**config.mk**
```make
export PLATFORM = sky130hd
export DESIGN_NAME = result_capture_display
export DESIGN_NICKNAME = d
export VERILOG_FILES = /design/src/rtl/result_capture_display.sv
export SDC_FILE = /design/constraint.sdc
export NUM_CORES = 1
export LEC_CHECK = 0
export ABC_AREA = 1
export BUFFER_PORTS_ARGS = -buffer_cell sky130_fd_sc_hd__buf_2
export CORE_ASPECT_RATIO = 1.1
export CORE_MARGIN = 10
export CORE_UTILIZATION = 28
export DETAILED_ROUTE_END_ITERATION = 12
export PLACE_DENSITY = 0.49
export RECOVER_POWER = 50
export SLEW_MARGIN = 30
export SYNTH_ARGS = -nofsm -noshare
export SYNTH_HDL_FRONTEND = slang
export SYNTH_SLANG_ARGS = --single-unit
```
**constraint.sdc**
```tcl
create_clock -name clk -period 1.83 [get_ports clk]
set_clock_uncertainty 0.15 [all_clocks]
set_input_delay 0.0915 -clock clk [delete_from_list [all_inputs] [get_ports clk]]
set_output_delay 0.0915 -clock clk [all_outputs]
set_load 0.005 [all_outputs]
```
**src/rtl/result_capture_display.sv**
```systemverilog
// result_capture_display
// Debounces an active-low capture pushbutton, snapshots the 9-bit logical-unit
// result on each press into a small history, and shows the selected entry in
// hex on three active-low seven-segment digits.
//
// Build option: define RESULT_HISTORY_EN to keep a 4-deep history selectable
// by `view`. Without it only the newest capture is kept and `view` is ignored.

module result_capture_display #(
  parameter int DB_CYCLES = 500000,
  parameter int DEPTH     = 4
) (
  input  logic       clk,
  input  logic       rst,
  input  logic [8:0] lOut,
  input  logic       key_n,
  input  logic [1:0] view,
  output logic [6:0] HEX0,
  output logic [6:0] HEX1,
  output logic [6:0] HEX2,
  output logic       valid,
  output logic [3:0] cap_cnt
);

  localparam int CW = $clog2(DB_CYCLES);
  localparam int IW = $clog2(DEPTH);
  localparam logic [CW-1:0] DB_LAST = CW'(DB_CYCLES - 1);
  localparam logic [6:0] DASH = 7'b0111111;

  logic          sync1;
  logic          ks;
  logic          db;
  logic          db_prev;
  logic [CW-1:0] db_cnt;
  logic          strobe;

  logic [8:0]       entry [DEPTH];
  logic [DEPTH-1:0] ent_valid;

  logic [IW-1:0] sel;
  logic [8:0]    sel_entry;

  // Standard hex-to-segment patterns, bit0 = a .. bit6 = g, active-low.
  function automatic logic [6:0] hex7(input logic [3:0] d);
    logic [6:0] seg;
    case (d)
      4'h0: seg = 7'b1000000;
      4'h1: seg = 7'b1111001;
      4'h2: seg = 7'b0100100;
      4'h3: seg = 7'b0110000;
      4'h4: seg = 7'b0011001;
      4'h5: seg = 7'b0010010;
      4'h6: seg = 7'b0000010;
      4'h7: seg = 7'b1111000;
      4'h8: seg = 7'b0000000;
      4'h9: seg = 7'b0010000;
      4'hA: seg = 7'b0001000;
      4'hB: seg = 7'b0000011;
      4'hC: seg = 7'b1000110;
      4'hD: seg = 7'b0100001;
      4'hE: seg = 7'b0000110;
      default: seg = 7'b0001110;
    endcase
    return seg;
  endfunction

  // Two-flop synchronizer for the asynchronous pushbutton; idles released (1).
  always_ff @(posedge clk or posedge rst) begin
    if (rst) begin
      sync1 <= 1'b1;
      ks    <= 1'b1;
    end else begin
      sync1 <= key_n;
      ks    <= sync1;
    end
  end

  // Debounce: the level only follows ks after it has differed for DB_CYCLES cycles.
  always_ff @(posedge clk or posedge rst) begin
    if (rst) begin
      db     <= 1'b1;
      db_cnt <= '0;
    end else if (ks == db) begin
      db_cnt <= '0;
    end else if (db_cnt == DB_LAST) begin
      db     <= ks;
      db_cnt <= '0;
    end else begin
      db_cnt <= db_cnt + CW'(1);
    end
  end

  // Delayed copy of the debounced level so a press yields a one-cycle strobe.
  always_ff @(posedge clk or posedge rst) begin
    if (rst) begin
      db_prev <= 1'b1;
    end else begin
      db_prev <= db;
    end
  end

  assign strobe = db_prev & ~db;

  // History capture: newest result enters slot 0, older ones age toward DEPTH-1.
  always_ff @(posedge clk or posedge rst) begin
    if (rst) begin
      for (int i = 0; i < DEPTH; i++) begin
        entry[i] <= '0;
      end
      ent_valid <= '0;
      cap_cnt   <= 4'd0;
    end else if (strobe) begin
`ifdef RESULT_HISTORY_EN
      for (int i = DEPTH - 1; i > 0; i--) begin
        entry[i] <= entry[i-1];
      end
      ent_valid <= {ent_valid[DEPTH-2:0], 1'b1};
`else
      ent_valid[0] <= 1'b1;
`endif
      entry[0] <= lOut;
      cap_cnt  <= cap_cnt + 4'd1;
    end
  end

`ifdef RESULT_HISTORY_EN
  assign sel = IW'(view);
`else
  logic unused_view;
  assign unused_view = ^view;
  assign sel = '0;
`endif

  // Display path: purely combinational so a view change shows immediately.
  always_comb begin
    sel_entry = entry[sel];
    valid     = ent_valid[sel];
    HEX0      = DASH;
    HEX1      = DASH;
    HEX2      = DASH;
    if (valid) begin
      HEX0 = hex7(sel_entry[3:0]);
      HEX1 = hex7(sel_entry[7:4]);
      HEX2 = hex7({3'b000, sel_entry[8]});
    end
  end

endmodule

```
==> results_dict.tcl, run 1 <==
set metrics [dict create \
    outcome "finished, final reports clean" \
    drt_wl_total_um 5172 \
    routed-wl-met2_um 2474 \
    ys_ff_latch 37 \
    path_buf_inv 2 \
    finalWorstSetupSlack_ns 0.08590 \
    synth_top_cell_area_share_pct 36.34 \
    num_antenna_cells 0 \
    dp_hpwl_um 3833 \
    hold_start "sync1" \
    max_slew_margin_pct 38.81 \
    grt_pass1_vias 1926 \
    startpoint_type "flop" \
    path_cells "inv_2, ha_1, a31oi_1, o21ai_0, buf_2" \
    pre_cts_ws_ns 0.2613 \
    hold_viol 0 \
    antenna_found_initial 0 \
    drive_above_1_share_pct 26.04 \
    wl_met1_um 2242 \
    final_cell_mix "nand2_1 (58), nor2_1 (40), buf_2 (35), dfrtp_1 (29), inv_1 (20)" \
    wire_per_inst_um 11.60 \
    drv_slew 0 \
    nets 365 \
    ir_drop_v 0.0001977 \
    power_density_nw_per_um2 525.8 \
    synth_top_cells_by_area "dfrtp_1 (36%), nand2_1 (9.7%), ha_1 (7.7%)" \
    reg2reg_slack_ns 0.30 \
    cts_max_level 2 \
    synth_cell_type_count 38 \
    synth_largest_area_cell "dfrtp_1" \
    whs_endpoint "ks" \
    cts_buffers 5 \
    leakage_nw 1.227 \
    slowest_stage "dfrtp_1" \
    yosysWarnings 30 \
    grt_usage_pct 8.703 \
    num_vias 2000 \
    timing.rr.end "db_cnt[18]" \
    portBuffers 37 \
    cpPeakStageDelay_ns 0.41 \
    syn_area_um2 2272 \
    min_period_ns 1.744 \
    area_growth_syn_to_layout_pct 25.39 \
    grt_pass1_wl_um 8825 \
    cp_top_family "flip-flops" \
    die_h_um 114.5 \
    r2r.worst_path.cells 8 \
    postRouteAntennaNets 0 \
    design_area_um2 2849 \
    cp-end-kind "output port" \
    drt_iter0_markers 65 \
    syn_nets 312 \
    synth.avg_cell_area_um2 8.001 \
    worstPathArrival_ns 1.50 \
    worstSetupPathType "reg -> out" \
    root_buffer "clkbuf_8" \
    ioPinCount 40 \
    drc 0 \
    core_um2 7913 \
    die_area_um2 12120 \
    rows 34 \
    dr_wl_met3_um 389 \
    hp-class "reg -> reg" \
    ctsLongestPathBuffers 2 \
    clk_pin_slew_worst_paths_ns 0.07 \
    whs_path_depth 0 \
    highest_layer "met4" \
    crit_path_max_fanout 7 \
    rsz0062_at_grt "true" \
    syn_inst 284 \
    vias_per_cell 4.484 \
    setup_viol 0 \
    final_common_cell "nand2_1" \
    initial_core_util_pct 28.72 \
    globalplace.congestion 0.8058 \
    die_w_um 105.9 \
    worst_skew_pair.late_latency_ns 0.29 \
    reg2reg_from "db_cnt[0]" \
    fin_crit_sh_pct 95.31 \
    placed_area_um2 2571 \
    drtPass1Iterations 4 \
    max_freq_mhz 573.4 \
    tightest_slew_ns 0.9178 \
    worstPathRequired_ns 1.59 \
    grt_overflow_total 0 \
    ys_seq_area_share_pct 40.97 \
    max_cap_viol_count 0 \
    grt_max_degree 38 \
    cts_tree "done" \
    clock-sinks 37 \
]
==> how the worst max path moves through the flow <==
stage | from | endpoint | slack, ns | cells after the start
2_1_floorplan | ent_valid[0] | HEX2[3] | 0.36 | 4
6_report | entry[27] | HEX0[1] | 0.09 | 5
3_5_place_dp | entry[28] | HEX0[0] | 0.26 | 7
5_1_grt | entry[27] | HEX0[1] | -0.02 | 5
4_1_cts | entry[31] | HEX1[3] | 0.002 | 7
3_3_place_gp | entry[28] | HEX0[0] | 0.29 | 7
==> repair_timing <==
action                                  in CTS  in global routing
hold buffers                                11                  0
endpoints found under the hold margin       43                  0
buffers inserted                             0                  5
endpoints found under the setup margin       5                 11
pin swaps                                    0                  4
resized for setup                            3                 18
==> cells by family after synthesis <==
kind of cell	Yosys count	share of synthesized area [%]
AOI/OAI and AO/OA	40	10.68
adders and majority gates	14	7.709
DFF	37	40.97
buffers and inverters	40	7.599
xor gates and xnor gates	13	5.342
and+or+nand+nor	140	27.70
==> through the flow <==
step | hold WS (ns) | cells | power [mW] | util, % | setup TNS [ns]
finish | 0.2075 | 446 | 1.498 | 36.01 | 0
global route | 0.2167 | 446 | 1.568 | 36.01 | -0.07015
CTS | 0.2088 | 441 | 1.523 | 35.03 | 0
detailed placement | 0.04805 | 422 | 0.9031 | 32.50 | 0
global placement | 0.04732 | 422 | 0.9026 | 32.50 | 0
floorplan | -0.05402 | 284 | 0.8766 | - | 0
==> synth_stat cells (all sizes together) <==
master    n
nand2    63
a31oi     3
nand3b    2
a311oi    2
nor3b     1
xor2      9
o311ai    1
clkinv    1
o211ai    4
buf       8
inv      28
nand4     3
clkbuf    3
ha       14
nor3      2
o21ai    17
o21a      1
o2111ai   1
dfstp     4
o21bai    2
a21oi     8
or2       2
dfrtp    33
nor2     47
nand3    20
xnor2     4
o31ai     1
==> final cells by class <==
| cell class | count | area, µm² |
|---|---|---|
| Sequential cell | 37 | 935.9 |
| Tap cell | 108 | 135.1 |
| Inverter | 29 | 117.6 |
| Multi-Input combinational cell | 207 | 1200 |
| Timing Repair Buffer | 57 | 370.4 |
| Clock buffer | 8 | 90.09 |
| Fill cell | 863 | 5064 |
==> where the power goes <==
part | internal (mW) | switching, mW | leakage, nW
clock network | 0.307 | 0.288 | 0.0455
registers | 0.827 | 0.00537 | 0.452
logic | 0.0333 | 0.0371 | 0.729
total | 1.17 | 0.331 | 1.23
==> metal layers <==
layer	global-route usage, %	vias to the layer above
met5	0	-
met2	14.48	49
met3	3.435	7
li1	-	1022
met1	9.854	922
met4	3.252	0
==> flip-flops by register name (all words and copies together) (netlist names) <==
name / cells
cap_cnt: 4
db: 1
db_cnt: 19
db_prev: 1
ent_valid: 1
entry: 9
ks: 1
sync1: 1
No activity file was read; power rests on OpenSTA's default activity.
==> inputs of run 2 (changes only) <==
PLACE_DENSITY = 0.5   (was 0.49)
clock period = 1.6 ns   (was 1.83 ns; I/O delays follow)
==> run 2 against run 1 <==
  * The run now ends with setup timing left
  * Register-to-register slack worse by 0.21 ns
  * Sequential share of layout area fell by 2.9 points
  * Sequential power grew 14%
  * Critical path depth increased by 2
  * Flip-flop and latch count is the same
  * Wire length rose by 4.3%
  * Clock power grew 9.2%
  * First-iteration DRC count rose by 51%
  * Cell area is 9.9% higher
  * Via count rose by 0.55%
  * Clock-buffer cell count fell by 3
  * Critical endpoint is now HEX1[0]
  * Largest cell class unchanged
  * Highest routed layer unchanged
==> results_dict.tcl, run 2 (synthesis results as in run 1) <==
set metrics [dict create \
    outcome "finished, violations left" \
    violations "setup timing" \
    pre_cts_ws_ns 0.04351 \
    min_period_ns 1.705 \
    finalWorstSetupSlack_ns -0.1052 \
    ir_drop_v 0.0002659 \
    regArea_um2 937.1 \
    setup_viol 14 \
    leakage_nw 1.274 \
    max_slew_margin_pct 38.18 \
    postRouteAntennaNets 0 \
    cts_buffers 5 \
    hp-class "reg -> reg" \
    dp_hpwl_um 3862 \
    largest_reg_flops 19 \
    rows 34 \
    worst_skew_pair.late_latency_ns 0.29 \
    power.internal_mw 1.287 \
    dp_cells 425 \
    ctsLongestPathBuffers 2 \
    clock_power_share_pct 38.6 \
    clk_pin_slew_worst_paths_ns 0.07 \
    final_util_pct 39.56 \
    drtPass1Iterations 4 \
    core_um2 7913 \
    cts_tree "done" \
    reg.largest.list "db_cnt (19), entry (9), cap_cnt (4)" \
    worstPathArrival_ns 1.48 \
    portBuffers 37 \
    p_seq_share_pct 56.4 \
    cts_max_level 2 \
    wire_per_inst_um 11.86 \
    regMostFlops "db_cnt" \
    clock-sinks 37 \
    power_density_nw_per_um2 538.6 \
    vias_per_cell 4.420 \
    fin_crit_sh_pct 106.6 \
    max_freq_mhz 586.4 \
    grt_usage_pct 8.956 \
    cp-end-kind "output port" \
    die_area_um2 12120 \
    num_vias 2011 \
    setup_tns_ns -1.058 \
    initial_core_util_pct 28.72 \
    drv_slew 0 \
    stdcell_count 455 \
    root_buffer "clkbuf_8" \
    antenna_found_initial 0 \
    drive_above_1_share_pct 36.89 \
    grt_overflow_total 0 \
    switching_share_pct 23.68 \
    grt_pass1_vias 2004 \
    crit_path_max_fanout 3 \
    area_growth_syn_to_layout_pct 37.78 \
    hold_viol 0 \
    max_cap_viol_count 0 \
    grt_max_degree 38 \
    die_w_um 105.9 \
    rsz0062_at_grt "true" \
    drt_iter0_markers 98 \
    startpoint_type "flop" \
    drc 0 \
    ioPinCount 40 \
    nFillCells 814 \
    final_cell_mix "nand2_1 (53), nor2_1 (39), buf_2 (34), dfrtp_1 (28), inv_1 (16)" \
    nets 374 \
    drt_wl_total_um 5396 \
    power_frac_comb_pct 5.0 \
    worstSetupPathType "reg -> out" \
    multiInputGateArea_um2 1394 \
    globalplace.congestion 0.8210 \
    worstPathRequired_ns 1.37 \
    num_antenna_cells 0 \
    switchingPower_uw 399.3 \
    die_h_um 114.5 \
    grt_pass1_wl_um 9211 \
    final_common_cell "nand2_1" \
    tightest_slew_ns 0.9272 \
]
## run 2: area by class of cell
| cell class | instances | share of cell area (%) |
|---|---|---|
| multi-input cells | 207 | 44.52 |
| flip-flops and latches | 37 | 29.94 |
| repair buffers | 66 | 14.31 |
| well taps | 108 | 4.317 |
| inverters | 29 | 4.157 |
| clock buffers | 5 | 2.198 |
| clock inverters | 3 | 0.5596 |
## run 2: worst paths after layout
path / startpoint / endpoint / slack (ns) / cells past startpoint
min in group asynchronous: rst / entry[32] / 0.46 / 4
max in group asynchronous: rst / entry[33] / 0.21 / 4
max reg2reg: db / db_cnt[4] / 0.09 / 4
min reg2reg: sync1 / ks / 0.21 / 0
max: entry[31] / HEX1[0] / -0.11 / 7
min: sync1 / ks / 0.21 / 0
## run 2: timing repair
item                       in CTS  in global routing
hold endpoints to repair       43                  0
gates resized for setup        51                 23
hold buffers                   11                  0
setup buffers                   9                  2
setup endpoints to repair      18                 24
pin swaps                      17                 12
## run 2: routing by layer
metal	part of all wire, %	global-route usage (%)	vias up
met3	6.5	2.984	6
met4	1.0	2.439	0
li1	-	-	1042
met5	0	0	-
met2	49	15.97	41
met1	43	9.940	922
## run 2: through the flow
| stage | power [mW] | cell area, µm² | hold slack [ns] |
|---|---|---|---|
| floorplan | 1.003 | 2272 | -0.06552 |
| global placement | 1.032 | 2594 | 0.03654 |
| detailed placement | 1.033 | 2594 | 0.03687 |
| CTS | 1.722 | 3033 | 0.2091 |
| global route | 1.773 | 3131 | 0.2143 |
| finish | 1.686 | 3131 | 0.2077 |
## run 2: power by group through the flow
stage                     sequential [mW]  clock [mW]  combinational (mW)
after floorplan                     0.969           0              0.0339
after global placement              0.969           0              0.0629
after detailed placement            0.970           0              0.0631
after CTS                           0.951       0.687              0.0839
after global routing                0.952       0.723              0.0977
final                               0.951       0.651              0.0841
## run 2: worst max-delay path, cell delays in order, from the launching register on
cell and delay [ns]:
dfrtp_2 0.46, buf_6 0.14, ha_4 0.15, inv_4 0.07
nand2_2 0.05, o211ai_1 0.10, nand3_1 0.09, buf_2 0.13
